## config.mk

```make
export PLATFORM = sky130hd
export DESIGN_NAME = sn_spike_sched
export DESIGN_NICKNAME = d
export VERILOG_FILES = /design/src/rtl/sn_pkg.sv /design/src/rtl/sn_prio_enc.sv /design/src/rtl/sn_spike_sched.sv
export SDC_FILE = /design/constraint.sdc
export NUM_CORES = 1
export LEC_CHECK = 0
export CAP_MARGIN = 20
export CELL_PAD_IN_SITES_DETAIL_PLACEMENT = 1
export CELL_PAD_IN_SITES_GLOBAL_PLACEMENT = 1
export CORE_MARGIN = 2
export CORE_UTILIZATION = 43
export DETAILED_ROUTE_END_ITERATION = 8
export PLACE_DENSITY_LB_ADDON = 0.12
export SYNTH_ARGS = -nofsm -noshare
export SYNTH_HDL_FRONTEND = slang
export SYNTH_SLANG_ARGS = --single-unit
```

## constraint.sdc

```tcl
create_clock -name clk -period 4.2 [get_ports clk]
set_input_delay 1.05 -clock clk [delete_from_list [all_inputs] [get_ports clk]]
set_output_delay 1.05 -clock clk [all_outputs]
set_load 0.01 [all_outputs]
```

## src/rtl/sn_pkg.sv

```systemverilog
// Shared types and helpers for the spike scheduler: FSM state encoding and ID width.
package sn_pkg;

   typedef enum logic [1:0] {
      ST_IDLE    = 2'd0,
      ST_SCAN    = 2'd1,
      ST_DONE    = 2'd2,
      ST_WAIT_LO = 2'd3
   } sn_spike_sched_state_e;

   // Width of a neuron index; never below one bit so single-neuron builds still elaborate.
   function automatic int sn_id_w(input int n);
      return (n < 2) ? 1 : $clog2(n);
   endfunction

endpackage

```

## src/rtl/sn_prio_enc.sv

```systemverilog
// Combinational priority encoder: index of the lowest set bit of i_vec plus an any-set flag.
module sn_prio_enc
   import sn_pkg::*;
#(
   parameter  int P_WIDTH = 8,
   localparam int ID_W    = sn_id_w(P_WIDTH)
) (
   input  logic [P_WIDTH-1:0] i_vec,
   output logic [ID_W-1:0]    o_idx,
   output logic               o_any
);

   // Scanning downward lets the last hit, i.e. the lowest index, win.
   always_comb begin
      o_idx = '0;
      o_any = 1'b0;
      for (int i = P_WIDTH - 1; i >= 0; i--) begin
         if (i_vec[i]) begin
            o_idx = ID_W'(i);
            o_any = 1'b1;
         end
      end
   end

endmodule

```

## src/rtl/sn_spike_sched.sv

```systemverilog
// Transmit-period spike scheduler: snapshots spike flags and streams spiking IDs lowest-first.
// Optional per-period spike counter enabled by defining SN_SPIKE_SCHED_CNT_EN.
module sn_spike_sched
   import sn_pkg::*;
#(
   parameter  int P_NUM_NEURONS = 100,
   localparam int ID_W          = sn_id_w(P_NUM_NEURONS),
   localparam int CNT_W         = $clog2(P_NUM_NEURONS + 1)
) (
   input  logic                     clk,
   input  logic                     rst_n,
   input  logic                     nc_transmit,
   input  logic [P_NUM_NEURONS-1:0] nrn_spike,
   output logic                     ss_api_valid,
   output logic [ID_W-1:0]          ss_api_id,
   input  logic                     api_ss_ready,
   output logic                     ss_nc_done,
   output logic [CNT_W-1:0]         ss_io_spike_cnt
);

   sn_spike_sched_state_e      r_state;
   logic [P_NUM_NEURONS-1:0]   r_pending;
   logic                       r_valid;
   logic [ID_W-1:0]            r_id;
   logic                       r_done;

   logic [ID_W-1:0]            w_idx;
   logic                       w_any;
   logic                       w_hs;
   logic                       w_slot_free;
   logic                       w_scan_exit;

   sn_prio_enc #(.P_WIDTH(P_NUM_NEURONS)) u_prio_enc (
      .i_vec (r_pending),
      .o_idx (w_idx),
      .o_any (w_any)
   );

   assign w_hs        = r_valid & api_ss_ready;
   assign w_slot_free = ~r_valid | api_ss_ready;
   assign w_scan_exit = (r_state == ST_SCAN) & nc_transmit & w_slot_free & ~w_any;

   always_ff @(posedge clk or negedge rst_n) begin
      if (!rst_n) begin
         r_state   <= ST_IDLE;
         r_pending <= '0;
         r_valid   <= 1'b0;
         r_id      <= '0;
         r_done    <= 1'b0;
      end else begin
         case (r_state)
            ST_IDLE: begin
               r_valid <= 1'b0;
               r_done  <= 1'b0;
               if (nc_transmit) begin
                  r_pending <= nrn_spike;
                  r_state   <= ST_SCAN;
               end
            end
            ST_SCAN: begin
               if (!nc_transmit) begin
                  r_state   <= ST_IDLE;
                  r_valid   <= 1'b0;
                  r_pending <= '0;
               end else begin
                  // x & (x-1) clears exactly the bit the encoder just reported.
                  if (w_slot_free && w_any) begin
                     r_id      <= w_idx;
                     r_valid   <= 1'b1;
                     r_pending <= r_pending & (r_pending - P_NUM_NEURONS'(1));
                  end else if (w_hs) begin
                     r_valid <= 1'b0;
                  end
                  if (w_scan_exit) begin
                     r_state <= ST_DONE;
                     r_done  <= 1'b1;
                  end
               end
            end
            ST_DONE: begin
               r_done  <= 1'b0;
               r_state <= nc_transmit ? ST_WAIT_LO : ST_IDLE;
            end
            ST_WAIT_LO: begin
               if (!nc_transmit) begin
                  r_state <= ST_IDLE;
               end
            end
            default: begin
               r_state <= ST_IDLE;
            end
         endcase
      end
   end

   assign ss_api_valid = r_valid;
   assign ss_api_id    = r_id;
   assign ss_nc_done   = r_done;

`ifdef SN_SPIKE_SCHED_CNT_EN
   logic [CNT_W-1:0] r_run_cnt;
   logic [CNT_W-1:0] r_spike_cnt;

   function automatic logic [CNT_W-1:0] sat_inc(input logic [CNT_W-1:0] v);
      return (v >= CNT_W'(P_NUM_NEURONS)) ? v : v + CNT_W'(1);
   endfunction

   // Published count includes the handshake that coincides with the exit edge.
   always_ff @(posedge clk or negedge rst_n) begin
      if (!rst_n) begin
         r_run_cnt   <= '0;
         r_spike_cnt <= '0;
      end else begin
         if (r_state == ST_IDLE && nc_transmit) begin
            r_run_cnt <= '0;
         end else if (r_state == ST_SCAN && nc_transmit) begin
            if (w_hs) begin
               r_run_cnt <= sat_inc(r_run_cnt);
            end
            if (w_scan_exit) begin
               r_spike_cnt <= w_hs ? sat_inc(r_run_cnt) : r_run_cnt;
            end
         end
      end
   end

   assign ss_io_spike_cnt = r_spike_cnt;
`else
   assign ss_io_spike_cnt = '0;
`endif

endmodule
```

After elaboration in Yosys (flattened, before gate mapping) --
Index checks and enable logic that the tools add are counted.
Cells by class: add/sub/neg operators 1, muxes and demuxes 217, reductions and logical operators 10, equal/unequal tests 10, bitwise logic cells 8
Operator list (number):
- 7-bit two-way mux | 100
- 100-bit two-way mux | 3
- 100-bit case mux with 2 select lines | 1
- 1-bit two-way mux | 105
- 100-bit AND | 1
- 100-bit by 1-bit subtractor with 100-bit output, second input constant | 1
- 3-bit AND reduction | 4
- 2-bit two-way mux | 5
- 2-bit inequality test, second input constant | 4
- 2-bit case mux with 4 select lines | 1
- 1-bit AND | 4
- 2-bit == test, second input constant | 2
- 4-bit by 3-bit inequality test with 1-bit output, second input constant | 1
- 1-bit case mux with 2 select lines | 2
- 2-bit nonzero test | 2
- 3-bit by 2-bit inequality test with 1-bit output, second input constant | 1
- 3-bit inequality test, second input constant | 1
- 2-bit by 1-bit == test with 1-bit output, second input constant | 1
- 2-bit logical NOT | 1
- 1-bit inverter | 2
- 2-bit AND reduction | 1
- 2-bit OR reduction | 1
- 1-bit logical AND | 1
- 1-bit OR | 1
Word-level totals: flip-flop bits (word level) 111, logic and storage cells 251, output and inout port bits 16

Longest topological paths before layout --
Gate-level depths: netlist (run 1).
word-level depth 105, mapped depth 10

Cells and area by module --
A second synthesis (run 1) with hierarchy kept.
Second synthesis, totals: cells, all modules 842, area, all modules 7108.1 um^2
Modules (own cells, without submodules):
- sn_spike_sched | times used 1, seq. area each 2777.7 um^2, area an instance 5744.3 um^2, cells an instance 606
- sn_prio_enc | times used 1, seq. area each 0.0 um^2, area an instance 1363.8 um^2, cells an instance 236

Worst setup path after synthesis (run 1) --
Ideal clock, no wire load.
kind register to register, from register r_pending[22], to register r_pending[89], data arrival time 2.659 ns, period minus slack after synthesis 2.785 ns, path slack 1.415 ns, stages on the path, launching flop included 8, required time 4.074 ns, buffers on the path 0, setup time 0.126 ns, path through dfrtp_1 > or4_1 > nor4_4 > and3_1 > nand4b_1 > or4_1 > o311a_1 > a221o_1
On the way: cells in the longest elaborated chain, start to end 26
RTL lines:
- start, declared | RTL line sn_spike_sched.sv:22 | logic [P_NUM_NEURONS-1:0] r_pending;
- start signal, assigned | RTL line sn_spike_sched.sv:56 | r_pending <= nrn_spike;
- start signal, assigned | RTL line sn_spike_sched.sv:70 | r_pending <= r_pending & (r_pending - P_NUM_NEURONS'(1));
- 1-bit two-way mux (23 in a row) | RTL line sn_prio_enc.sv:18 | if (i_vec[i]) begin
- 1-bit logical AND | RTL line sn_spike_sched.sv:67 | if (w_slot_free && w_any) begin
- 3-bit by 2-bit inequality test with 1-bit output (no line)
- 3-bit AND reduction (no line)
Several ways; a longest one is shown, not always the timed one. The select of a mux whose other input is x is not followed. A chain may end at the register's enable or synchronous reset.

Worst setup path after layout (run 1) --
from register r_pending[74], to register r_pending[95]
On the way: cells in the longest elaborated chain, start to end 78
RTL lines (RTL line):
- 1-bit two-way mux (75 in a row) | sn_prio_enc.sv:18
- 1-bit logical AND | sn_spike_sched.sv:67
- 3-bit by 2-bit inequality test with 1-bit output (no line)
- 3-bit AND reduction (no line)
Several ways; a longest one is shown, not always the timed one. The select of a mux whose other input is x is not followed.

==> results.toml, run 1 <==
[outcome]
status = "complete, no violations"

[final_layout]
design_area_mm2 = 0.008150
nNetsFinal = 967
fin_util_pct = 54.22
drive_gt1_share_pct = 5.645
syn_to_final_growth_pct = 24.93
antenna_cells = 0

[logic_synthesis]
syn_avg_cell_area_um2 = 8.461
synth-seq-cells = 111
yosysUniqueCellTypes = 57
netlist_instances = 771
syn_area_mm2 = 0.006524
synth_top_cell_by_area = "dfrtp_1"
synthTopCellsByArea = "dfrtp_1, a22o_1, nand2_1"
ys_seq_area_share_pct = 42.58
synth_edf_count = 0
yosysWarnings = 0
async_flop_share_pct = 100.0
post-synth-top-area-fraction_pct = 42.58
synth_ff_type = "dfrtp_1"

[timing]
tns_ns = 0
max-slew-margin-rel_pct = 37.21
fin_ws_ns = 0.7904
worst_pin_slew_ns = 0.9181
hold_viol = 0
final-setup-viol-count = 0
rsz0062_at_grt = "no"
final_max_slew_viol_count = 0
clock_skew_ns = 0.007142
fmax_ghz = 0.2933
period_needed_ns = 3.410
finalCritPeriodShare_pct = 81.18

[floorplanning]
die_h_um = 127.2
die_w_um = 127.2
rows = 45
ios = 120
dieArea_mm2 = 0.01617
core_area_mm2 = 0.01503
initial_utilization_pct = 43.40

[clock_tree]
cts_root_buf = "clkbuf_16"
cts_sinks = 111
clk_latency_ns = 0.36
ctsHtreeMaxLevel = 3
cts_tree = "built"
ctsLongestPathBuffers = 2
cts-resized-gates = 0
cts_setup_buffers = 0
clk_pin_slew_worst_paths_ns = 0.08
cts-buffers-inserted = 9
ctsHoldBuffers = 0

[placed_design]
port-buffer-count = 112
routabilityCongestion = 0.8830
dp_hpwl_um = 15580
pre_cts_ws_ns = 0.7962
placed_area_mm2 = 0.007841

[pwr]
total_power_mw = 2.926
ir_drop_mv = 0.2732
powerDensity_mw_per_mm2 = 359.1
combPwrFrac_pct = 23.6
intPower_mw = 1.977
power_frac_clock_pct = 31.3
swShare_pct = 32.44
power_leakage_nw = 3.431
p_sw_mw = 0.9494
seqPwrFrac_pct = 45.1

[min_path]
hold_path_depth = 1
hp-start = "ss_nc_done"
hold_end = "ss_nc_done"
min_path_type = "register to register"

[routing]
viasPerCell = 6.384
drtIter0Drc = 481
finalWirelength_um = 22300
via_count = 6741
drc = 0
antenna_left = 0
firstDrtPassIters = 5
wl_per_cell_um = 21.11

[setup_path]
critPathMaxFanout = 36
slowest_stage = "nor4_1"
cp.arrival_ns = 3.71
criticalPathCategory = "register to register"
cp_top_family = "simple AND/OR/NAND/NOR gates"
startpoint = "r_pending[74]"
critical_path.cell_chain = "nor4_1, nand4_1, nor3_1, nand3_1, o31a_2, buf_12, o21ai_0, a22o_1"
worst_setup_path_start_kind = "register"
slowest_delay_ns = 0.76
r2r_slack_ns = 0.79
reg2regPathDepth = 8
worst_setup_path_end_kind = "register"
worstPathRequired_ns = 4.50
timing.rr.start = "r_pending[74]"
crit_buf_inv = 1
r2r_end = "r_pending[95]"

[global_route]
grt_pass1_vias = 6732
grt_first_pass_wirelength_um = 35960
grt.total_usage_pct = 27.86
antenna_found_initial = 0
grt_overflow = 0
grt_max_degree = 101

[run]
maxCapViolations = 0
[layer usage]
| metal | part of all wire, % | wire length [µm] | global-route usage [%] | vias to the layer above |
|---|---|---|---|---|
| met5 | 0 | 0 | 0 | - |
| met4 | 1.5 | 345 | 7.434 | 0 |
| met3 | 4.5 | 995 | 4.858 | 27 |
| met2 | 50 | 11070 | 47.09 | 192 |
| met1 | 44 | 9880 | 37.19 | 3429 |
| li1 | - | - | - | 3093 |
[worst max-delay path by stage]
stage / slack (ns) / end / cells after the start
floorplan: 1.41 / r_pending[89] / 7
global placement: 0.57 / r_pending[56] / 6
detailed placement: 0.80 / r_pending[75] / 7
CTS: 0.79 / r_pending[95] / 8
global route: 0.52 / ss_api_valid / 7
finish: 0.79 / r_pending[95] / 8
[power groups by stage]
stage	clock network (mW)	logic, mW	registers (mW)
after floorplan	0	0.413	1.27
after global placement	0	0.659	1.33
after detailed placement	0	0.685	1.33
after CTS	0.932	0.693	1.31
after global routing	0.967	0.760	1.33
final	0.917	0.691	1.32
[layout by cell type (no fill, tap or decap), types with 4 or more instances in the layout]
cell	count
a22o_1	58
conb_1	7
nor2_1	52
clkdlybuf4s50_1	111
nor3_1	28
o21a_1	4
nand2b_1	5
inv_1	22
a31oi_1	6
o21ai_0	75
dfrtp_1	111
or4_1	7
a211oi_1	6
o2111ai_1	6
nand4_1	7
nand3_1	16
o21bai_1	5
o41ai_1	4
o21ai_1	18
a2111oi_0	5
a221o_1	6
o31ai_1	5
nor4_1	40
buf_4	17
clkbuf_16	9
o311a_1	5
a32oi_1	13
nand2_1	117
a21o_1	6
o211ai_1	8
or3_1	4
a21oi_1	39
[final cells by class]
| class | instances | area [µm²] |
|---|---|---|
| fill | 1757 | 6883 |
| multi-input combinational | 588 | 3447 |
| sequential | 111 | 2778 |
| timing repair buffer | 131 | 1299 |
| clock buffer | 11 | 252.7 |
| tap | 188 | 235.2 |
| inverter | 22 | 82.58 |
| clock inverter | 5 | 56.30 |
[kinds of logic after synthesis]
kind of cell,after synthesis,share of synthesized area (%)
compound gates,284,30.13
buf+inv,78,5.044
flops,111,42.58
mux,1,0.1726
other cells,1,0.05748
simple gates,296,22.02
[sequential cells by signal, summed over array words and instances, names as in the netlist]
signal and cells:
r_pending 100, ss_nc_done 1, ss_api_id 7, ss_api_valid 1, r_state 2
[per-stage QoR]
stage | instances | hold slack (ns)
2_1_floorplan | 777 | 0.4894
4_1_cts | 1056 | 0.5165
6_report | 1056 | 0.5059
3_3_place_gp | 1039 | 0.4662
5_1_grt | 1056 | 0.5425
3_5_place_dp | 1040 | 0.5005
[synthesized netlist by cell type, types with 16 or more instances]
master,instances
dfrtp_1,111
o21ai_1,18
a22o_1,58
nor4_1,40
nand2_1,117
inv_1,22
nor3_1,28
nor2_1,52
clkbuf_1,40
a21oi_1,39
nand3_1,16
o21ai_0,75
Note: power is estimated with default switching activity, not from simulation.
==> run 2: changes to the inputs <==
--- a/config.mk
+++ b/config.mk
@@ -9,7 +9,7 @@
 export CELL_PAD_IN_SITES_DETAIL_PLACEMENT = 1
 export CELL_PAD_IN_SITES_GLOBAL_PLACEMENT = 1
 export CORE_MARGIN = 2
-export CORE_UTILIZATION = 43
+export CORE_UTILIZATION = 40
 export DETAILED_ROUTE_END_ITERATION = 8
 export PLACE_DENSITY_LB_ADDON = 0.12
 export SYNTH_ARGS = -nofsm -noshare
==> constraint.sdc (replaced) <==
create_clock -name clk -period 3.6 [get_ports clk]
set_input_delay 0.9 -clock clk [delete_from_list [all_inputs] [get_ports clk]]
set_output_delay 0.9 -clock clk [all_outputs]
set_load 0.01 [all_outputs]
==> run 2 against run 1 <==
Against the previous run:
- total power is 13% higher
- non-clock buffer count is 6 higher
- setup slack worse by 0.26 ns
- clock-buffer cell count stayed put
- sequential cell count stayed put
- sequential power is 17% higher
- sequential share of layout area is 0.26 points lower
- cell count is 3.0% higher
- clock power is 3.1% higher
==> results.toml, run 2 (synthesis gave the netlist of run 1 again) <==
[outcome]
status = "complete, no violations"

[timing]
final-setup-viol-count = 0
tns_ns = 0
period_needed_ns = 3.069
fin_ws_ns = 0.5314
max-slew-margin-rel_pct = 30.15
hold_viol = 0
clock_skew_ns = 0.01043
final_max_slew_viol_count = 0
fmax_ghz = 0.3259
finalCritPeriodShare_pct = 85.24
rsz0062_at_grt = "no"
worst_pin_slew_ns = 1.021

[clock_tree]
cts_tree = "built"
ctsLongestPathBuffers = 2
cts_setup_buffers = 0
cts-resized-gates = 0
ctsHoldBuffers = 0
cts_root_buf = "clkbuf_16"
ctsHtreeMaxLevel = 3
clk_pin_slew_worst_paths_ns = 0.07
cts_sinks = 111
clk_latency_ns = 0.36
cts-buffers-inserted = 9

[min_path]
min_path_type = "register to register"
hp-start = "ss_nc_done"

[routing]
antenna_left = 0
drtIter0Drc = 555
finalWirelength_um = 23300
viasPerCell = 6.218
via_count = 6765
firstDrtPassIters = 5
wl_per_cell_um = 21.42
drc = 0

[placed_design]
port-buffer-count = 112
placed_area_mm2 = 0.007959
dp_hpwl_um = 16530
routabilityCongestion = 0.9304
pre_cts_ws_ns = 0.5982

[final_layout]
nNetsFinal = 973
antenna_cells = 0
syn_to_final_growth_pct = 25.91
largest_register_ffs = 100
drive_gt1_share_pct = 5.849
layout_commonest_cell = "nand2_1"
fill_cells = 1890
design_area_mm2 = 0.008214
final_cell_mix = "nand2_1, clkdlybuf4s50_1, dfrtp_1"
top_register = "r_pending"
fin_util_pct = 51.71

[setup_path]
critical_path.cell_chain = "or4_1, nor4_4, and3_1, nand4b_1, or4_1, o311a_1, a221o_1"
worst_setup_path_end_kind = "register"
worst_setup_path_start_kind = "register"
crit_path_frequent_cell = "or4_1"
slowest_stage = "or4_1"
criticalPathCategory = "register to register"
cp.arrival_ns = 3.32
slowest_delay_ns = 0.64
startpoint = "r_pending[22]"
critPathMaxFanout = 6
worstPathRequired_ns = 3.85
timing.rr.start = "r_pending[22]"

[global_route]
grt_pass1_vias = 7101
grt_max_degree = 101
grt_first_pass_wirelength_um = 38410
grt.total_usage_pct = 27.39
grt_overflow = 0
antenna_found_initial = 0

[floorplanning]
core_area_mm2 = 0.01589
die_h_um = 131.7
initial_utilization_pct = 41.07
dieArea_mm2 = 0.01735
ios = 120
die_w_um = 131.7
rows = 46

[run]
maxCapViolations = 0

[pwr]
ir_drop_mv = 0.2458
powerDensity_mw_per_mm2 = 403.5
power_leakage_nw = 3.436
-- run 2: area by class of cell --
type	count	area, µm²	area share, %
flip-flops and latches	111	2778	33.82
clock inverters	3	22.52	0.2742
repair buffers	137	1381	16.82
clock buffers	11	232.7	2.833
multi-input cells	588	3447	41.97
well taps	216	270.3	3.290
inverters	22	82.58	1.005
-- run 2: where the power goes --
| part | leakage (nW) | switching (mW) | total, mW | internal (mW) |
|---|---|---|---|---|
| clock | 0.114 | 0.481 | 0.945 | 0.464 |
| combinational | 1.87 | 0.443 | 0.829 | 0.386 |
| sequential | 1.45 | 0.186 | 1.54 | 1.35 |
-- run 2: worst paths after layout --
check | slack (ns) | depth (start not counted) | endpoint
setup / recovery | 0.53 | 7 | r_pending[89]
setup reg to reg | 0.53 | 7 | r_pending[89]
hold / removal | 0.50 | 1 | ss_nc_done
hold reg to reg | 0.50 | 1 | ss_nc_done
max in group asynchronous | 2.21 | 2 | r_pending[47]
min in group asynchronous | 0.61 | 1 | r_pending[94]
-- run 2: through the flow --
stage                     cells  hold WS [ns]  total power [mW]
after floorplan             777        0.4894             1.968
after global placement     1074        0.4710             2.347
after detailed placement   1074        0.4849             2.377
after CTS                  1088        0.5018             3.327
after global routing       1088        0.5283             3.488
final                      1088        0.5004             3.315
-- run 2: per-layer routing --
metal	track usage [%]	vias up	routed length [µm]
met1	37.26	3439	10550
met5	0	-	0
li1	-	3106	-
met4	7.911	0	455
met3	3.858	38	879
met2	45.67	182	11420
-- run 2: worst max-delay path: cells and delay by family (launching register included) --
kind	cells	cell delay, ns
simple gates	5	1.96
compound gates	2	0.56
flops	1	0.44
